<file path="config.mk">
export PLATFORM = sky130hd
export DESIGN_NAME = trena_agendador
export DESIGN_NICKNAME = d
export VERILOG_FILES = /design/src/rtl/trena_agendador.sv
export SDC_FILE = /design/constraint.sdc
export NUM_CORES = 1
export LEC_CHECK = 0
export BUFFER_PORTS_ARGS = -buffer_cell sky130_fd_sc_hd__buf_2
export CAP_MARGIN = 20
export CORE_MARGIN = 1.5
export CORE_UTILIZATION = 45
export CTS_CLUSTER_DIAMETER = 40
export DETAILED_ROUTE_END_ITERATION = 8
export GPL_TIMING_DRIVEN = 0
export SYNTH_ARGS = -nofsm -noshare
export SYNTH_HDL_FRONTEND = slang
export SYNTH_SLANG_ARGS = --single-unit
</file>
<file path="constraint.sdc">
create_clock -name clock_i -period 2.2 [get_ports clock_i]
set_input_delay 0.11 -clock clock_i [delete_from_list [all_inputs] [get_ports clock_i]]
set_output_delay 0.11 -clock clock_i [all_outputs]
set_load 0.1 [all_outputs]
</file>
<file path="src/rtl/trena_agendador.sv">
// Measurement scheduler for the trena control unit: manual/periodic start, timeout abort, error hold.
// Optional macro TRENA_AGENDADOR_RETRY_EN re-issues aborted measurements up to MAX_TENT attempts.
module trena_agendador #(
  parameter int PERIODO  = 50_000_000,
  parameter int TIMEOUT  = 2_500_000,
  parameter int MAX_TENT = 3
) (
  input  logic       clock_i,
  input  logic       reset_i,
  input  logic       mensurar_i,
  input  logic       modo_auto_i,
  input  logic       pronto_trena_i,
  output logic       inicia_trena_o,
  output logic       reset_trena_o,
  output logic       ocupado_o,
  output logic       pronto_o,
  output logic       erro_o,
  output logic [1:0] tentativas_o,
  output logic [3:0] db_estado_o
);

  localparam int PW = (PERIODO > 1) ? $clog2(PERIODO) : 1;
  localparam int TW = (TIMEOUT > 1) ? $clog2(TIMEOUT) : 1;
  localparam logic [PW-1:0] PER_LAST = PW'(PERIODO - 1);
  localparam logic [TW-1:0] TO_LAST  = TW'(TIMEOUT - 1);
  localparam logic [1:0]    MAX_T    = 2'(MAX_TENT);

  typedef enum logic [3:0] {
    INICIAL        = 4'h0,
    ESPERA_PERIODO = 4'h1,
    DISPARA        = 4'h2,
    AGUARDA        = 4'h3,
    ABORTA         = 4'h4,
    ERRO           = 4'hE,
    FIM            = 4'hF
  } estado_t;

  estado_t       estado_q, estado_d;
  logic [PW-1:0] cnt_per_q, cnt_per_d;
  logic [TW-1:0] cnt_to_q, cnt_to_d;
  logic [1:0]    tent_q, tent_d;

  always_ff @(posedge clock_i) begin
    if (reset_i) begin
      estado_q  <= INICIAL;
      cnt_per_q <= '0;
      cnt_to_q  <= '0;
      tent_q    <= '0;
    end else begin
      estado_q  <= estado_d;
      cnt_per_q <= cnt_per_d;
      cnt_to_q  <= cnt_to_d;
      tent_q    <= tent_d;
    end
  end

  // Counters fall back to zero outside their own state, so each entry starts clean.
  always_comb begin
    estado_d  = estado_q;
    cnt_per_d = '0;
    cnt_to_d  = '0;
    tent_d    = tent_q;
    case (estado_q)
      INICIAL: begin
        if (mensurar_i || modo_auto_i) estado_d = DISPARA;
      end
      ESPERA_PERIODO: begin
        if (mensurar_i)                estado_d = DISPARA;
        else if (!modo_auto_i)         estado_d = INICIAL;
        else if (cnt_per_q == PER_LAST) estado_d = DISPARA;
        else                           cnt_per_d = cnt_per_q + PW'(1);
      end
      DISPARA: begin
        estado_d = AGUARDA;
      end
      AGUARDA: begin
        if (pronto_trena_i)            estado_d = FIM;
        else if (cnt_to_q == TO_LAST)  estado_d = ABORTA;
        else                           cnt_to_d = cnt_to_q + TW'(1);
      end
      ABORTA: begin
        if (tent_q != MAX_T) tent_d = tent_q + 2'd1;
`ifdef TRENA_AGENDADOR_RETRY_EN
        if (int'(tent_q) + 1 < MAX_TENT) estado_d = DISPARA;
        else                             estado_d = ERRO;
`else
        estado_d = ERRO;
`endif
      end
      FIM: begin
        tent_d   = '0;
        estado_d = modo_auto_i ? ESPERA_PERIODO : INICIAL;
      end
      ERRO: begin
        if (mensurar_i) begin
          estado_d = DISPARA;
          tent_d   = '0;
        end
      end
      default: estado_d = INICIAL;
    endcase
  end

  assign inicia_trena_o = (estado_q == DISPARA);
  assign reset_trena_o  = (estado_q == ABORTA);
  assign ocupado_o      = (estado_q == DISPARA) || (estado_q == AGUARDA) || (estado_q == ABORTA);
  assign pronto_o       = (estado_q == FIM);
  assign erro_o         = (estado_q == ERRO);
  assign tentativas_o   = tent_q;
  assign db_estado_o    = estado_q;

endmodule
</file>
# Word-level counts from Yosys, hierarchy flattened

Cells that the tools add are included.

Flip-flop bits (word level): 54
Output and inout port bits: 11
Logic and storage cells: 45
Input port bits: 5

Bitwise operators: 3
Reductions and logical operators: 9
Equal/unequal tests: 14
$add $sub $neg: 3
Multiplexer cells: 12

Operators with widths:

| kind                    | number |
|---|---|
| $mux W4                 | 7 |
| $pmux W4 S7             | 1 |
| $add A26 B1 Y26 const B | 1 |
| $eq A26 B26 Y1 const B  | 1 |
| $add A22 B1 Y22 const B | 1 |
| $eq A22 B22 Y1 const B  | 1 |
| $eq A4 B2 Y1 const B    | 2 |
| $eq A4 B4 Y1 const B    | 2 |
| $ne A2 B2 Y1 const B    | 3 |
| $pmux W2 S3             | 1 |
| $reduce_or A5 Y1        | 1 |
| $eq A4 B1 Y1 const B    | 1 |
| $eq A4 B3 Y1 const B    | 1 |
| $logic_not A4 Y1        | 1 |
| $mux W2                 | 2 |
| $ne A4 B4 Y1 const B    | 1 |
| $reduce_and A4 Y1       | 1 |
| $reduce_or A4 Y1        | 1 |
| $logic_or A1 B1 Y1      | 3 |
| $ne A3 B3 Y1 const B    | 1 |
| $not A1 Y1              | 3 |
| $reduce_and A3 Y1       | 1 |
| $reduce_bool A3 Y1      | 1 |
| $add A2 B1 Y2 const B   | 1 |
| 2 further kinds         | 2 |

# Logic depth before layout (Yosys ltp)

Depth in word-level cells: 5
Depth in mapped cells: 8
Mapped depth without buffers: 6

# Worst setup path before layout

No wires, ideal clock.

Kind: register to output
From: register estado_q[1], in the netlist db_estado_o[1]
To: output port ocupado_o
Arrival: 2.915 ns
Stages on the path, launching flop included: 4
Data required time: 2.090 ns
Path buffers: 1
Slack: -0.825 ns
Cells stage by stage: dfxtp_1 > clkbuf_1 > nand2b_1 > a21oi_1

Cells in the longest elaborated chain, start to end: 3
Elaborated cells on any way between the ends: 5
Classes of those cells: eq/ne (3); reduce/logical (2)

Ends and longest elaborated chain:

| what                   | RTL line | text |
|---|---|---|
| start, declared        | 38       | `estado_t estado_q, estado_d;` |
| start signal, assigned | 50       | `estado_q <= estado_d;` |
| $eq A4 B2 Y1           | 106      | `assign ocupado_o = (estado_q == DISPARA) \|\| (estado_q == AGUARDA) \|\| (estado_q == ABORTA);` |
| $logic_or A1 B1 Y1     | 106      |  |
| $logic_or A1 B1 Y1 *   | 106      |  |
| end, declared          | 15       | `output logic ocupado_o,` |

Mark *: on every way between the ends. The rest lies on a longest branch, timed or not.

# Final worst setup path

From: register estado_q[2], in the netlist db_estado_o[2]
To: register cnt_per_q[9]

Cells in the longest elaborated chain, start to end: 3

Ends and longest elaborated chain:

| what                              | RTL line | text |
|---|---|---|
| $eq A4 B1 Y1                      | 63       | `case (estado_q)` |
| $not A1 Y1 (no source line)       | -        |  |
| $reduce_or A5 Y1 (no source line) | -        |  |
| end signal, assigned              | 51       | `cnt_per_q <= cnt_per_d;` |
| end, declared                     | 39       | `logic [PW-1:0] cnt_per_q, cnt_per_d;` |

No other way between the ends.
A chain may end at the register's enable or synchronous reset.

==> impl_results.md <==
- Outcome: finished clean
- CTS tree: yes
- Met3 Resource Use GR: 0.0345
- Post-DP HPWL: roughly 3600 µm
- Vias in the first global route: 1969
- Number of rows created at floorplan: 27
- Antenna violations before repair: 0
- Most common library cell in the layout ignoring fill and taps: nor2_1
- Peak-usage layer in the global routing report: met2
- Number of clock sinks seen by CTS: 54
- First-pass DRT Iterations: 4
- Final standard cell count with taps included and fillers excluded: 408
- Maximum number of buffers from clock root to sink: 2
- Routed via count divided by cell count: 5.08
- Global Route met1 Usage: 0.233
- Count of cell types in the netlist: 40
- Layout cell share with drive strength beyond 1: 0.134
- Highest clock frequency the design can meet: 488 MHz
- Die extent in y: 78.8 µm
- Power consumption: slightly below 2 mW
- Overall overflow remaining after global route: 0
- Maximum net fanout on the critical path: 10
- Overall Global Routing Usage: 0.175
- Commonest non-fill, non-tap cells in the layout: 67 x nor2_1, 51 x dfxtp_1, 30 x xnor2_1
- Wire length of the first global-routing pass: between 8000 and 9000 µm
- Area growth from synthesis to final layout: 12.4%
- Per-instance average area after synthesis: between 8 and 9 µm²
- CP max stage delay: approximately 350 ps
- GRT met2 Usage: 0.285
- Final routed wire length divided by cell count: around 12 µm
- I/O pins: 16
- Crit path launch type: flop
- Max-capacitance violation count: 0
- Count of antenna diodes in the layout: 0
- CTS H-tree lvls: 2
- Setup repair after global routing missed its margin: false
- Clock latency on the worst-skew pair: a little over 300 ps
- Total via count after detailed routing: 2074
- Final setup violation count: 0
- Signal arrival time at the worst endpoint: between 2000 and 2500 ps
- Cell-by-cell trace of the critical path: buf_2 -> or2_2 -> nor4_2 -> o41a_1 -> nand2b_1 -> buf_4 -> buf_6 -> nor2_1
- Largest net degree at the start of global routing: 19
- Number of buffer and inverter stages on the critical path: 3
- Summed area of non-filler cells in the final layout: ~0.0029 mm²
- Slew at the pin with the worst max-slew slack: about 700 ps
- VDD IR-drop max: a little under 0.3 mV
- Number of warnings reported in the yosys synthesis log: 0
- Post-layout minimum cycle time: 2050 ps
- Synthesized instance count: 313
- Fin util: 0.527
- CORE AREA: ~0.0055 mm²
- Fin Hold WS: approximately 92 ps
- DRC violations left: 0
- # placed instances: between 300 and 400
- Class of the most critical setup path: reg2reg
- Kind of cell with the highest combined delay on the critical path: simple AND/OR/NAND/NOR gates
- Share of the yosys chip area belonging to registers: 0.419
- Worst slack at placement: -65.1 ps
- Post-place instance area: 0.00277 mm²
- Cell chosen for the clock root: clkbuf_8
- Number of nets in the synthesized netlist: approximately 320
- Setup TNS Final: 0 ps
- Area fraction of the dominant cell type after synthesis: 0.419
- Cell area power density: 663 mW/mm²
- Top cells by area in the synthesized netlist: dfxtp_1 42%, nor2_1 10%, xnor2_1 10%, xor2_1 4.7%, nand3_1 4.5%
- LEAKAGE: 0.897 nW
- Yosys top cell by area: dfxtp_1
- Worst path required time: approximately 2500 ps
- CP max-delay cell: or2_2
- Routed wire length: ~4900 µm
- PortBufs: 14
- Worst hold path class: in2reg
- Worst clock skew on the final layout: about 11 ps
- FF+latch count, synth: 54
- Number of clock buffers inserted by TritonCTS: 5
- Antenna-violating nets left: 0
- Tightest slew margin relative to the limit: 0.516
- Count of pins over their slew limit: 0
- Number of endpoints with negative hold slack in the final report: 0
- Die ar.: about 0.0062 mm²
- Setup ws final: 149 ps
- Category of the worst setup path capture point: flop
- Number of nets at the end of the flow: between 300 and 400
- Final GP Congestion: 0.760
- Period utilisation layout: 0.932
- Post-synth design cell area: ~0.0026 mm²
- Filler cells: 540
- Clock slew seen by the registers of the worst setup and hold paths: approximately 110 ps
- Die Span X: 78.8 µm
- Starting DRC count in detailed routing: 63
- Initial core utilization: 0.469
## final cells by class
| type | instances | area [µm²] | share of cell area |
|---|---|---|---|
| multi-input cells | 237 | 1430 | 0.491 |
| flip-flops and latches | 54 | 1080 | 0.374 |
| well taps | 72 | 90.1 | 0.0310 |
| repair buffers | 15 | 77.6 | 0.0267 |
| clock buffers | 5 | 68.8 | 0.0237 |
| plain buffers | 12 | 68.8 | 0.0237 |
| clock inverters | 3 | 48.8 | 0.0168 |
| inverters | 10 | 37.5 | 0.0129 |
## registers in the layout (all words and copies together), names as in the netlist
name and flops:
cnt_per_q 26, cnt_to_q 22, db_estado_o 4, tentativas_o 2
## routing by layer
| metal | wire [µm] | up-vias |
|---|---|---|
| met3 | 122 | 5 |
| li1 | - | 1102 |
| met1 | 2560 | 944 |
| met4 | 43 | 0 |
| met2 | 2190 | 23 |
| met5 | 0 | - |
## path summary, 6_finish.rpt
check,start,end,slack (ps),cells after the start
worst max-delay path,db_estado_o[2],cnt_per_q[9],150,8
worst min-delay path,pronto_trena_i,db_estado_o[3],90,3
worst max register to register,db_estado_o[2],cnt_per_q[9],150,8
worst min register to register,cnt_per_q[0],cnt_per_q[0],460,1
## cell usage after synthesis, drive strengths merged
master and instances:
nand2 19, o21bai 1, or2 5, o41a 1, or3 1, inv 10, nand3 23, a2111oi 1
nor2b 2, o31ai 1, buf 8, o32ai 1, xnor2 30, ha 3, o22ai 1, nand3b 4
nor3 9, dfxtp 54, and3 8, clkbuf 4, nor4 9, mux2i 2, nor4b 3, and4 2
or4 2, nor2 70, a21oi 5, xor2 14, nand2b 2, and4b 1, nor3b 1, nand4 9
a221oi 1, a2bb2oi 1, o21ai 3, and2 2
## worst reg2reg max path, cell delays in order (launching register included)
cell and delay [ps]:
dfxtp_2 330, buf_2 170, or2_2 350, nor4_2 350, o41a_1 310, nand2b_1 70
buf_4 160, buf_6 140, nor2_1 100
## timing repair
item / 4_1_cts / 5_1_grt
setup buffers: 0 / 1
hold endpoints to repair: 0 / 0
hold buffers: 0 / 0
setup endpoints to repair: 20 / 41
pin swaps: 0 / 1
gates resized for setup: 1 / 3
## power breakdown
part | total, mW | internal [mW] | switching, mW | leakage (nW)
clock network | 0.690 | 0.347 | 0.343 | 0.0563
logic | 0.238 | 0.0517 | 0.186 | 0.403
registers | 0.997 | 0.986 | 0.0106 | 0.437
total | 1.92 | 1.38 | 0.540 | 0.897
## kinds of logic after synthesis
group / Yosys count / synth area share
flip-flops: 54 / 0.419
buffers and inverters: 22 / 0.0412
AND/OR/NAND/NOR: 172 / 0.325
AO/OA/AOI/OAI: 16 / 0.0441
adder cells (fa/ha/maj): 3 / 0.0145
multiplexers: 2 / 0.00775
XOR/XNOR: 44 / 0.149
Power figures use the tool's default switching activity.
